`config.mk`:
```
export PLATFORM = sky130hd
export DESIGN_NAME = out_buffer_2
export DESIGN_NICKNAME = d
export VERILOG_FILES = /design/src/rtl/out_buffer_2.sv
export SDC_FILE = /design/constraint.sdc
export NUM_CORES = 1
export LEC_CHECK = 0
export CORE_MARGIN = 5
export CORE_UTILIZATION = 50
export CTS_CLUSTER_SIZE = 12
export DETAILED_ROUTE_END_ITERATION = 8
export DONT_BUFFER_PORTS = 1
export GPL_TIMING_DRIVEN = 0
export PLACE_DENSITY_LB_ADDON = 0.15
export REMOVE_ABC_BUFFERS = 1
export SLEW_MARGIN = 20
export SYNTH_ARGS = -nofsm -noshare
export SYNTH_HDL_FRONTEND = slang
export SYNTH_SLANG_ARGS = --single-unit
```
`constraint.sdc`:
```
create_clock -name clk -period 2.6 [get_ports clk]
set_input_delay 0.26 -clock clk [delete_from_list [all_inputs] [get_ports clk]]
set_output_delay 0.26 -clock clk [all_outputs]
set_load 0.005 [all_outputs]
```
`src/rtl/out_buffer_2.sv`:
```
// Router output-port link transmitter: FIFO of {aux, flit} feeding a registered link stage.
// Optional same-cycle bypass into the link register when `OUT_BUFFER_BYPASS_EN is defined.
module out_buffer_2 #(
  parameter int DEPTH = 4
) (
  input  logic        clk,
  input  logic        rst,
  input  logic [66:0] flit_in,
  input  logic        aux_in,
  input  logic        request_in,
  output logic        busy_out,
  output logic [66:0] FLIT_out,
  output logic        VALID_out,
  output logic        FWDAUX1_out,
  input  logic        BWDAUX1_in,
  input  logic        BWDAUX2_in,
  input  logic        BWDAUX3_in
);

  localparam int PW = $clog2(DEPTH);
  localparam int CW = PW + 1;

  typedef enum logic [1:0] {
    IDLE  = 2'b00,
    SEND  = 2'b01,
    STALL = 2'b10
  } state_t;

  state_t        state, state_nxt;
  logic [67:0]   mem [DEPTH];
  logic [PW-1:0] wr_ptr, rd_ptr;
  logic [CW-1:0] count;
  logic          out_free, pop, byp, wr, load;
  logic [67:0]   load_data;
  logic          unused_aux;

  assign unused_aux = BWDAUX2_in ^ BWDAUX3_in;

  assign VALID_out = (state == SEND) || (state == STALL);
  assign busy_out  = (count == CW'(DEPTH));

  // Link register can take a new flit when idle or when its current flit transfers.
  // The unused encoding is deliberately not free so nothing is popped into a state that drops it.
  assign out_free = (state == IDLE) || (VALID_out && !BWDAUX1_in);
  assign pop      = out_free && (count != '0);

`ifdef OUT_BUFFER_BYPASS_EN
  assign byp = out_free && (count == '0) && request_in;
`else
  assign byp = 1'b0;
`endif

  assign wr        = request_in && !busy_out && !byp;
  assign load      = pop || byp;
  assign load_data = pop ? mem[rd_ptr] : {aux_in, flit_in};

  always_comb begin
    state_nxt = IDLE;
    case (state)
      IDLE:        state_nxt = load ? SEND : IDLE;
      SEND, STALL: begin
        if (BWDAUX1_in) state_nxt = STALL;
        else            state_nxt = load ? SEND : IDLE;
      end
      default:     state_nxt = IDLE;
    endcase
  end

  // ---- FIFO storage (data only, no reset) ----
  always_ff @(posedge clk) begin
    if (wr) mem[wr_ptr] <= {aux_in, flit_in};
  end

  // ---- FIFO control ----
  always_ff @(posedge clk or negedge rst) begin
    if (!rst) begin
      wr_ptr <= '0;
      rd_ptr <= '0;
      count  <= '0;
    end else begin
      if (wr)  wr_ptr <= wr_ptr + 1'b1;
      if (pop) rd_ptr <= rd_ptr + 1'b1;
      case ({wr, pop})
        2'b10:   count <= count + 1'b1;
        2'b01:   count <= count - 1'b1;
        default: count <= count;
      endcase
    end
  end

  // ---- Link stage ----
  always_ff @(posedge clk or negedge rst) begin
    if (!rst) begin
      state       <= IDLE;
      FLIT_out    <= '0;
      FWDAUX1_out <= 1'b0;
    end else begin
      state <= state_nxt;
      if (load) {FWDAUX1_out, FLIT_out} <= load_data;
    end
  end

endmodule

```
==> impl_results.md <==
- Reg area: 10,100 µm²
- Syn-to-layout area delta: 18.0%
- Final Hold Fails: 0
- Drt first pass iters: 4
- Count leader, synth: edfxtp_1
- Post-synth top flop: edfxtp_1
- WHS: 0.0921 ns
- Ys async rst share: 0.221
- Critical path arrival: 2.84 ns
- Unrepaired setup endpoints after global routing: false
- Final instance area: 15,400 µm²
- Die width: 172 µm
- Period utilization: 0.935
- Grt total ovfl: 0
- Layout cells sized above 1: 0.304
- Drt wl/cell: 22.7 µm
- Multi-input logic area: 2710 µm²
- Syn Inst Count: 546
- Register area share after synthesis: 0.774
- Average size of a mapped cell: 23.9 µm²
- Post-route ant nets: 0
- Detailed Place HPWL: 13.5 mm
- Syn. warnings: 0
- Nets: 726
- Max-slew violation count: 0
- Dominant cell type by area after synthesis: edfxtp_1
- Initial DRC Count: 382
- Worst R2R Start: state[1]$_DFF_PN0_
- Startpoint types: flop
- Vias in the first global route: 6,126
- Hold Path End: rd_ptr[1]$_DFFE_PN0P_
- Worst vdd ir: 0.00131 V
- Status: completed
- Worst Setup Path Type: reg2reg
- Antenna violations before repair: 1
- Leakage: 5.37 nW
- Critical R2R Capture: count[2]$_DFFE_PN0P_
- Tot GR Track Use: 0.158
- Maximum root-to-sink buffer count: 3
- Clk_lat worst skew: 0.51 ns
- FF-to-FF path depth: 12
- Die area: 29,400 µm²
- Setup Skew: 0.0180 ns
- Most frequent cells after synthesis: edfxtp_1, dfrtp_1, mux4_2, mux2_2, mux2_4
- Maximum clock frequency: 0.411 GHz
- Final setup fails: 0
- Chip Height: 172 µm
- R2R setup slack: 0.17 ns
- Synth area leaders: edfxtp_1, dfrtp_1, mux4_2, mux2_4, mux2_2
- Worst-Margin Slew: 0.699 ns
- Required time worst endpoint: 3.01 ns
- Pre-CTS setup slack: -0.146 ns
- Largest net degree at the start of global routing: 78
- CTS sink cnt: 349
- Starting Density: 0.504
- Slew headroom: 0.534
- Top-Level Pins: 144
- CTS tree: yes
- Vias per cell: 5.51
- Clk pin slew, worst setup/hold paths: 0.06 ns
- Min cycle time layout: 2.43 ns
- # H-tree levels: 2
- Worst Hold Depth: 3
- PD cells: 1220 nW/µm²
- Filler Cell Count: 1,799
- Crit end category: flop
- Root Driver: clkbuf_16
- Hold WC Path Type: in2reg
- Yosys reg bits: 349
- Post-route DRC: 0
- Port Buffers: 0
- Post-DP Area: 13,500 µm²
- First-pass GRT wire length: 35.4 mm
- Mapped cell area: 13,000 µm²
- MaxCap Viol Count: 0
- Critical-path maximum fanout: 14
- RePlAce Congestion: 0.667
- Fin util: 0.594
- Hold Path Origin: BWDAUX1_in
- Number of synthesized flops with an enable pin: 272
- Final worst slack: 0.168 ns
- Distinct cell type count after synthesis: 24
- Cell row count: 59
- Top cell type's share of synthesized area: 0.626
- Routed Wire Length: 22.8 mm
- Core area: 25,900 µm²
- Via count: 5,545
- Num CTS Buffers: 36
-- layer usage --
layer / GRT usage / vias to the layer above / part of all wire
met5: 0 / - / 0
met2: 0.272 / 151 / 0.52
li1: - / 2421 / -
met4: 0.0406 / 0 / 0.018
met3: 0.0487 / 40 / 0.072
met1: 0.197 / 2933 / 0.39
-- power breakdown --
group,switching [W],internal (W)
combinational,0.00219,0.00317
sequential,0.000968,0.00767
clock,0.00193,0.00292
-- cells by family after synthesis --
group | share of synthesized area
compound gates | 0.00182
simple gates | 0.00556
mux | 0.186
fa+ha+maj | 0.00825
buf+inv | 0.0203
flops | 0.774
xor+xnor | 0.00403
-- critical path, cell delays in order, from the launching register on --
cell,delay [ns]
dfrtp_1,0.36
inv_1,0.05
ha_1,0.34
nor2b_4,0.20
o21ai_4,0.09
buf_16,0.17
inv_1,0.06
ha_1,0.17
inv_1,0.06
fa_1,0.37
xor2_1,0.15
nor2_1,0.13
xor2_1,0.18
-- state kept, by name, indices dropped and copies added, names as in the netlist --
signal	cells
rd_ptr	2
FWDAUX1_out	1
FLIT_out	67
mem	272
wr_ptr	2
count	3
state	2
-- worst max path at each step --
stage	start	to
floorplan	rd_ptr[0]$_DFFE_PN0P_	FLIT_out[0]$_DFFE_PN0P_
finish	state[1]$_DFF_PN0_	count[2]$_DFFE_PN0P_
detailed placement	state[0]$_DFF_PN0_	count[2]$_DFFE_PN0P_
global placement	rd_ptr[0]$_DFFE_PN0P_	FLIT_out[64]$_DFFE_PN0P_
CTS	state[1]$_DFF_PN0_	count[2]$_DFFE_PN0P_
global route	state[1]$_DFF_PN0_	count[2]$_DFFE_PN0P_
-- cell usage in the layout, fill, tap and decap left out, types with 5 or more instances in the layout --
cell           Yosys  routed
buf_12             0       5
buf_16             0       7
clkbuf_1           5      19
clkbuf_16          0      38
dfrtp_1           77      75
dlygate4sd3_1      0      70
edfxtp_1         272     272
ha_1               7       7
inv_1              9       9
mux2_2            39      39
mux2_4            30      30
mux4_2            68      68
-- metrics by stage --
step                setup TNS [ns]  power [W]  instances
floorplan                  -172.57     0.0125        523
global placement           -684.50     0.0134        858
detailed placement          -0.266     0.0141        869
CTS                              0     0.0192       1005
global route                     0     0.0198       1006
finish                           0     0.0188       1006
-- final cells by class --
cell class / instances / area share
timing repair buffer: 83 / 0.0650
clock buffer: 61 / 0.0700
multi-input combinational: 165 / 0.176
sequential: 349 / 0.656
inverter: 9 / 0.00219
clock inverter: 3 / 0.00333
tap: 335 / 0.0272
antenna: 1 / 0.000163
-- timing repair --
action | 4_1_cts | 5_1_grt
pin swaps | 1 | 0
setup endpoints to repair | 2 | 1
hold buffers | 71 | 0
buffers inserted | 1 | 0
gates resized for setup | 0 | 2
endpoints found under the hold margin | 350 | 0
Note: power is estimated with default switching activity, not from simulation.
